<file path="config.mk">
export PLATFORM = sky130hd
export DESIGN_NAME = ring_writer
export DESIGN_NICKNAME = d
export VERILOG_FILES = /design/src/rtl/ring_writer.sv
export SDC_FILE = /design/constraint.sdc
export NUM_CORES = 1
export LEC_CHECK = 0
export BUFFER_PORTS_ARGS = -buffer_cell sky130_fd_sc_hd__buf_2
export CORE_MARGIN = 2
export CORE_UTILIZATION = 57
export DETAILED_ROUTE_END_ITERATION = 8
export GPL_TIMING_DRIVEN = 0
export PLACE_DENSITY_LB_ADDON = 0.15
export SYNTH_ARGS = -nofsm -noshare
export SYNTH_HDL_FRONTEND = slang
export SYNTH_SLANG_ARGS = --single-unit
export TNS_END_PERCENT = 1
</file>
<file path="constraint.sdc">
create_clock -name clk -period 3.65 [get_ports clk]
set_input_delay 0.365 -clock clk [delete_from_list [all_inputs] [get_ports clk]]
set_output_delay 0.365 -clock clk [all_outputs]
set_load 0.02 [all_outputs]
</file>
<file path="src/rtl/ring_writer.sv">
// ring_writer: clears an external ring buffer, then streams one pattern into it and waits to settle.
// Defining RING_WRITER_DROP_CNT_EN adds drop_cnt, a saturating count of samples discarded after overflow.
module ring_writer #(
   parameter int DW         = 14,
   parameter int DEPTH      = 128,
   parameter int SETTLE_CYC = 8
) (
   input  logic          clk,
   input  logic          rst,
   input  logic          start,
   input  logic [DW-1:0] s_tdata,
   input  logic          s_tvalid,
   input  logic          s_tlast,
   output logic          s_tready,
   output logic          ring_rst,
   output logic [DW-1:0] ring_din,
   output logic          ring_wr_en,
   output logic          busy,
   output logic          loaded,
   output logic [7:0]    length,
   output logic          ovf
`ifdef RING_WRITER_DROP_CNT_EN
   ,
   output logic [15:0]   drop_cnt
`endif
);

   localparam int            SW          = (SETTLE_CYC > 1) ? $clog2(SETTLE_CYC) : 1;
   localparam logic [7:0]    DEPTH_W     = 8'(DEPTH);
   localparam logic [SW-1:0] SETTLE_LAST = SW'(SETTLE_CYC - 1);

   typedef enum logic [2:0] {IDLE, CLEAR, LOAD, DROP, SETTLE, DONE} state_t;

   state_t        state;
   state_t        state_nxt;
   logic [7:0]    count;
   logic [SW-1:0] settle_cnt;
   logic          hs;

   assign hs = s_tvalid & s_tready;

   always_comb begin
      state_nxt = state;
      case (state)
         IDLE, DONE: if (start) state_nxt = CLEAR;
         CLEAR:      state_nxt = LOAD;
         // s_tlast wins over reaching DEPTH, so an exact fill ends normally
         LOAD: if (hs) begin
            if (s_tlast)                        state_nxt = SETTLE;
            else if (count + 8'd1 == DEPTH_W)   state_nxt = DROP;
         end
         DROP:   if (hs && s_tlast)              state_nxt = SETTLE;
         SETTLE: if (settle_cnt == SETTLE_LAST)  state_nxt = DONE;
         default: state_nxt = IDLE;
      endcase
   end

   always_ff @(posedge clk or posedge rst) begin
      if (rst) begin
         state      <= IDLE;
         s_tready   <= 1'b0;
         ring_rst   <= 1'b0;
         ring_din   <= '0;
         ring_wr_en <= 1'b0;
         busy       <= 1'b0;
         loaded     <= 1'b0;
         length     <= '0;
         ovf        <= 1'b0;
         count      <= '0;
         settle_cnt <= '0;
`ifdef RING_WRITER_DROP_CNT_EN
         drop_cnt   <= '0;
`endif
      end else begin
         // outputs are decoded from the next state so they line up with it
         state      <= state_nxt;
         s_tready   <= (state_nxt == LOAD) || (state_nxt == DROP);
         busy       <= !((state_nxt == IDLE) || (state_nxt == DONE));
         loaded     <= (state_nxt == DONE);
         ring_rst   <= (state_nxt == CLEAR);
         ring_wr_en <= 1'b0;
         case (state)
            IDLE, DONE: if (start) begin
               count      <= '0;
               length     <= '0;
               ovf        <= 1'b0;
               settle_cnt <= '0;
`ifdef RING_WRITER_DROP_CNT_EN
               drop_cnt   <= '0;
`endif
            end
            LOAD: if (hs) begin
               ring_din   <= s_tdata;
               ring_wr_en <= 1'b1;
               count      <= count + 8'd1;
               if (s_tlast) begin
                  length <= count + 8'd1;
               end else if (count + 8'd1 == DEPTH_W) begin
                  length <= DEPTH_W;
                  ovf    <= 1'b1;
               end
            end
`ifdef RING_WRITER_DROP_CNT_EN
            DROP: if (hs && (drop_cnt != '1)) drop_cnt <= drop_cnt + 16'd1;
`endif
            SETTLE: settle_cnt <= settle_cnt + SW'(1);
            default: ;
         endcase
      end
   end

endmodule

</file>
* Word level (Yosys, flattened, before mapping)
Index checks and enable logic that the tools add are counted.
Storage, ports and cells: word-level logic and storage cells 67, input port bits 19, output and inout bits 28, register bits 42
Operators by class: bitwise logic cells 1, reductions and logical operators 14, add/sub/neg operators 2, eq/ne operators 16, muxes and demuxes 23
Operator list (number):
- 8-bit two-way mux | 5
- 8-bit case mux with 2 select lines | 2
- 3-bit two-way mux | 7
- 3-bit case mux with 5 select lines | 1
- 3-bit by 2-bit == test with 1-bit output, second input constant | 4
- 3-bit == test, second input constant | 4
- 8-bit by 1-bit adder with 8-bit output, second input constant | 1
- 8-bit == test, second input constant | 1
- 2-bit != test, second input constant | 4
- 3-bit by 1-bit == test with 1-bit output, second input constant | 2
- 3-bit zero test | 2
- 1-bit two-way mux | 6
- 3-bit case mux with 2 select lines | 1
- 5-bit AND reduction | 1
- 2-bit AND reduction | 2
- 4-bit AND reduction | 1
- 2-bit nonzero test | 2
- 3-bit by 1-bit adder with 3-bit output, second input constant | 1
- 3-bit != test, second input constant | 1
- 3-bit AND reduction | 1
- 1-bit logical OR | 2
- 1-bit case mux with 2 select lines | 1
- 2-bit OR reduction | 1
- 1-bit bitwise AND | 1
- 2 further kinds | 2

* Depth between registers and ports, before layout
Gate-level depths: netlist of the first run.
depth after elaboration 9, mapped depth 7, depth with buffers taken out 6

* Least setup slack after synthesis of the first run
Ideal clock, no wire load.
path kind flip-flop to flip-flop, start point reg count[3], end point reg length[7], data required time 3.529 ns, path buffers 1, arrival 1.653 ns, setup slack 1.876 ns, period minus slack after synthesis 1.774 ns, stages on the path, launching flop included 7, library setup time 0.121 ns, path through dfrtp_1 > buf_6 > a2111oi_2 > a31oi_1 > a2111oi_4 > o32ai_4 > a22o_1
On the way: word-level cells in the longest chain between the ends 4, elaborated cells between the ends (all ways) 7, classes of those cells add/sub: 1; eq/ne: 2; mux: 3; reduce/logical: 1
Ends and longest elaborated chain:
- start, declared | RTL line 36 | logic [7:0] count;
- start signal, assigned | RTL line 95 | count <= count + 8'd1;
- 8-bit by 1-bit adder with 8-bit output * | RTL line 97, 98
- 8-bit == test or 8-bit two-way mux (tied branches) | RTL line 98, 96
- 3-bit != test (no line) or 8-bit two-way mux (tied branches)
- 4-bit AND reduction (no line) or 8-bit case mux with 2 select lines (tied branches)
- end signal, assigned | RTL line 97 | length <= count + 8'd1;
- end, declared | RTL line 20 | output logic [7:0] length,
Mark *: on every way between the ends. The rest lies on a longest branch, timed or not. The select of a mux whose other input is x is not followed. A chain may end at the register's enable or synchronous reset.

* Final worst setup path of the first run
Ends and elaborated chain as after synthesis.

==> impl_metrics.yaml, run 1 <==
cts:
  cts_setup_buffers: 0
  ctsResizeCount: 0
  clk_pin_slew_ns: 0.12
  clock_latency_ns: 0.36
  cts_tree: "built"
  h-tree-depth: 2
  cts_sinks: 42
  clock-root-buffer: "clkbuf_4"
  cts_buffer_depth: 2
  cts_buffers: 5
  cts_hold_repair.buffers: 0
pwr:
  p_total_mw: 1.67
  vdd_drop_max_mv: 0.468
  power-per-cell-area_mw_per_mm2: 711
  total_leakage_power_nw: 1.20
hold_path:
  min_path_type: "in -> async"
routing:
  drt_wl_total_mm: 3.89
  ant_nets: 0
  routed_via_density: 5.35
  drc: 0
  vias: 1578
  drtIter0Drc: 85
  drt-pass1-iter-count: 4
  wire_per_inst_um: 13.2
floorplan:
  rows: 21
  fp.dieH_um: 62.9
  io_pins: 47
  core_area_mm2: 0.00334
  die-width_um: 62.9
  start_util_pct: 59.3
  dieArea_mm2: 0.00396
yosys:
  synth_area_mm2: 0.00198
  yosysTopAreaCellShare_pct: 53.1
  post_synth.cell_area_avg_um2: 10.2
  yosys_warnings: 0
  synth_flop_cell: "dfrtp_1"
  ys_async_sr_fraction_pct: 100
  yosysMostFrequentCell: "nand2_1"
  syn_inst: 195
  ys_top_cells_by_count: "nand2_1 (56), dfrtp_1 (42), o21ai_1 (13)"
  ys_ff_latch: 42
  synth_edf_count: 0
  synth.largest_area_cell: "dfrtp_1"
  yosysSeqAreaShare_pct: 53.1
  syn_nets: 217
  synth.area.top_cells: "dfrtp_1 (53%), nand2_1 (11%), o21ai_1 (3.3%)"
  ys_types: 41
final_layout:
  multi_input_area_um2: 843
  final_core_util_pct: 70.3
  fillers: 281
  drive_gt1_share_pct: 29.3
  stdcell_area_mm2: 0.00235
  syn_to_final_growth_pct: 18.5
  regArea_mm2: 0.00105
  diodes: 0
  final_nets: 270
critical_path:
  rr_startpoint: "count[3]$_DFFE_PP0P_"
  reg2reg_to: "length[7]$_DFFE_PP0P_"
  r2r_slack_ns: 1.73
  reg2reg_depth: 6
  critPathKind: "reg -> reg"
  worstPathArrival_ns: 2.17
  critPathRequiredTime_ns: 3.90
  crit_fanout: 8
  critPathLaunchType: "register"
  worst_setup_path_end_kind: "register"
global_route:
  grtUsageTotal_pct: 22.6
  grt-ovfl-total: 0
  grt_pass1_wl_mm: 7.02
  grt_max_degree: 43
  antenna_found_initial: 0
  grt_pass1_vias: 1555
sta:
  max_clock_freq_ghz: 0.521
  period_needed_ns: 1.92
  worst-slew-pin-transition_ns: 0.832
  max_slew_margin_pct: 44.5
  period_share_pct: 52.6
  skew_ns: 0.0105
  setup_violations: 0
  drv_slew: 0
  tns_ns: 0
  timing.final.hold_violations: 0
  rsz0062_at_grt: "false"
place:
  dp_hpwl_mm: 2.86
  io_buffers: 46
  place_area_mm2: 0.00227
  routabilityCongestion: 0.803
run_status:
  status: "finished, final reports clean"
flow_run:
  cap_violations: 0
cells by family (layout without fill, tap and decap cells):
| kind of cell | Yosys count | after routing | synth area share [%] |
|---|---|---|---|
| AO/OA/AOI/OAI | 42 | 42 | 17.1 |
| XOR/XNOR | 7 | 7 | 3.10 |
| adder cells (fa/ha/maj) | 3 | 3 | 1.90 |
| buffers and inverters | 14 | 68 | 4.30 |
| flip-flops | 42 | 42 | 53.1 |
| multiplexers | 1 | 1 | 0.506 |
| AND/OR/NAND/NOR | 86 | 86 | 20.0 |
stage by stage:
stage | hold WS, ns | setup WS, ns | instances
final | 0.165 | 1.73 | 295
after global routing | 0.185 | 1.58 | 295
after CTS | 0.174 | 1.72 | 295
after detailed placement | 0.458 | 1.75 | 287
after global placement | 0.455 | 1.78 | 287
after floorplan | 0.450 | 1.88 | 195
state kept, by name, indices dropped and copies added, names as in the netlist:
| signal | cells |
|---|---|
| ring_din | 14 |
| count | 8 |
| length | 8 |
| settle_cnt | 3 |
| state | 3 |
| busy | 1 |
| loaded | 1 |
| ovf | 1 |
| ring_rst | 1 |
| ring_wr_en | 1 |
| s_tready | 1 |
placed cells by master (no fill, tap or decap), types with 5 or more instances in the layout:
cell type and n:
dfrtp_1 42, xnor2_1 5, nand3_1 5, o2bb2ai_1 6
nor2_1 10, nand2_1 56, buf_2 48, clkbuf_4 5
o21ai_1 13
layout make-up:
type / count / share of cell area, %
Tap cell: 46 / 2.45
Sequential cell: 42 / 44.8
Inverter: 6 / 1.28
Multi-Input combinational cell: 139 / 35.9
Timing Repair Buffer: 46 / 9.81
Clock buffer: 8 / 3.36
Buffer: 8 / 2.35
worst max-delay path by stage:
stage          slack (ns)                 start                    end
2_1_floorplan        1.88  count[3]$_DFFE_PP0P_  length[7]$_DFFE_PP0P_
4_1_cts              1.72  count[3]$_DFFE_PP0P_  length[7]$_DFFE_PP0P_
6_report             1.73  count[3]$_DFFE_PP0P_  length[7]$_DFFE_PP0P_
3_3_place_gp         1.78  count[3]$_DFFE_PP0P_  length[7]$_DFFE_PP0P_
5_1_grt              1.58  count[3]$_DFFE_PP0P_  length[7]$_DFFE_PP0P_
3_5_place_dp         1.75  count[3]$_DFFE_PP0P_  length[7]$_DFFE_PP0P_
where the power goes:
group          leakage (nW)  switching (mW)  total [mW]  internal, mW
sequential            0.551          0.0947       0.697         0.602
clock                0.0446           0.144       0.276         0.132
combinational         0.604           0.446       0.696         0.250
metal layers:
layer	global-route usage [%]	share of wire, %	vias to the layer above
li1	-	-	775
met1	29.1	45	750
met2	36.3	48	46
met3	6.31	5.6	7
met4	8.33	1.7	0
met5	0	0	-
worst max-delay path: stages (launching register included):
cell and delay, ns:
dfrtp_1 0.40, buf_6 0.13, a2111oi_2 0.32, a31oi_1 0.11
a2111oi_4 0.41, o32ai_4 0.18, a22o_1 0.25
Power figures use the tool's default switching activity.
==> run 2: changes to the inputs <==
- CORE_UTILIZATION: 57 -> 48
- clock period: 3.65 -> 1.75 ns (I/O delays scaled with it)
==> impl_metrics.yaml, run 2 (synthesis gave the netlist of run 1 again) <==
run_status:
  status: "complete, but fails checks"
  violations: "negative setup slack"
final_layout:
  layout.cells.non_filler: 300
  reg_top3: "ring_din x14, count x8, length x8"
  regArea_mm2: 0.00106
  diodes: 0
  largest_reg_flops: 14
  final_nets: 271
  multi_input_area_um2: 865
  top_register: "ring_din"
  drive_gt1_share_pct: 32.8
  mostFrequentLayoutCells: "nand2_1 (56), buf_2 (48), dfrtp_1 (37), o21ai_1 (13), nor2_1 (10)"
  syn_to_final_growth_pct: 21.3
  fillers: 362
  final_common_cell: "nand2_1"
critical_path:
  worst_setup_path_end_kind: "register"
  crit_fanout: 8
  rr_startpoint: "count[1]$_DFFE_PP0P_"
  cp-startpoint: "count[1]$_DFFE_PP0P_"
  critPathKind: "reg -> reg"
  critPathLaunchType: "register"
  critPathRequiredTime_ns: 1.93
  worstPathArrival_ns: 2.01
sta:
  skew_ns: 0.00659
  max_slew_margin_pct: 43.6
  period_share_pct: 105
  timing.final.hold_violations: 0
  worst-slew-pin-transition_ns: 0.845
  setup_ws_ns: -0.0803
  rsz0062_at_grt: "true"
  setup_violations: 5
  max_clock_freq_ghz: 0.546
  period_needed_ns: 1.83
  drv_slew: 0
cts:
  clk_pin_slew_ns: 0.08
  clock-root-buffer: "clkbuf_8"
  clock_latency_ns: 0.29
  cts_buffer_depth: 2
  cts_buffers: 5
  cts_hold_repair.buffers: 0
  cts_sinks: 42
  cts_tree: "built"
  h-tree-depth: 2
floorplan:
  die-width_um: 68.2
  dieArea_mm2: 0.00465
  start_util_pct: 49.8
  io_pins: 47
  fp.dieH_um: 68.2
  rows: 23
  core_area_mm2: 0.00397
routing:
  vias: 1560
  drtIter0Drc: 71
  drt_wl_total_mm: 3.94
  drt-pass1-iter-count: 4
  ant_nets: 0
  wire_per_inst_um: 13.1
  drc: 0
  routed_via_density: 5.20
global_route:
  grtUsageTotal_pct: 18.7
  grtUsageMet2_pct: 28.8
  grt_max_degree: 43
  grt_pass1_wl_mm: 6.42
  grt_pass1_vias: 1394
  antenna_found_initial: 0
  grt_busiest_layer: "met2"
  grt-ovfl-total: 0
  met3_usage_pct: 5.76
  met1_usage_pct: 25.7
pwr:
  vdd_drop_max_mv: 0.709
  power_frac_clock_pct: 17.9
  seqPwrFrac_pct: 41.1
  power_switching_mw: 1.45
  p_comb_share_pct: 41.1
  internal_power_mw: 2.11
  p_total_mw: 3.57
  p_sw_share_pct: 40.7
  power-per-cell-area_mw_per_mm2: 1480
  total_leakage_power_nw: 1.21
hold_path:
  min_path_type: "in -> async"
flow_run:
  cap_violations: 0
place:
  dp_hpwl_mm: 2.69
  routabilityCongestion: 0.810
  placedCellCount: 291
  io_buffers: 46
-- run 2: cell types whose count changed in the layout (fill, tap and decap cells not counted), moves of 2 or more --
cell	delta
clkbuf_8	+3
clkbuf_4	-5
clkbuf_2	+2
dfrtp_2	+5
dfrtp_1	-5
-- run 2: power groups by stage --
stage               combinational (mW)  clock, mW  sequential [mW]
floorplan                        0.776          0             1.72
global placement                  1.44          0             1.47
detailed placement                1.46          0             1.47
CTS                               1.47      0.655             1.46
global route                      1.63      0.704             1.51
finish                            1.46      0.637             1.46
-- run 2: routing by layer --
layer	wire [um]	vias to the layer above
li1	-	777
met1	1800	738
met2	1930	40
met3	169	5
met4	34	0
met5	0	-
-- run 2: repair_timing --
| item | CTS | global route |
|---|---|---|
| setup endpoints to repair | 19 | 23 |
| buffers inserted | 0 | 1 |
| gates cloned | 0 | 0 |
| pin swaps | 0 | 8 |
| gates resized for setup | 7 | 4 |
-- run 2: path summary, 6_finish.rpt --
path / endpoint / slack [ns] / cells after the start
max: length[7]$_DFFE_PP0P_ / -0.08 / 5
min: settle_cnt[2]$_DFFE_PP0P_ / 0.05 / 2
max reg2reg: length[7]$_DFFE_PP0P_ / -0.08 / 5
min reg2reg: ring_din[4]$_DFFE_PP0P_ / 0.47 / 2
max in group asynchronous: count[1]$_DFFE_PP0P_ / 1.11 / 2
min in group clk: ring_din[6]$_DFFE_PP0P_ / 0.07 / 3
-- run 2: layout make-up --
class | count | area share, %
Inverter | 6 | 1.25
Tap cell | 50 | 2.61
Clock buffer | 7 | 3.60
Multi-Input combinational cell | 139 | 36.0
Buffer | 8 | 2.40
Sequential cell | 42 | 44.0
Clock inverter | 1 | 0.208
Timing Repair Buffer | 47 | 9.90
-- run 2: critical path, cell delays in order, from the launching register on --
cell	delay [ns]
dfrtp_2	0.47
a2111oi_4	0.37
a31oi_2	0.09
a2111oi_4	0.38
o32ai_4	0.19
a22o_1	0.23
-- run 2: metrics by stage --
step	hold slack, ns	TNS [ns]	util [%]	setup slack [ns]	instance area (um^2)
4_1_cts	0.0642	-0.179	59.8	-0.104	2370
5_1_grt	0.0669	-1.23	60.5	-0.167	2400
3_3_place_gp	0.364	-1.16	57.2	-0.179	2270
3_5_place_dp	0.368	-1.17	57.2	-0.190	2270
6_report	0.0543	-0.231	60.5	-0.0803	2400
2_1_floorplan	0.280	0	-	0.0361	1980
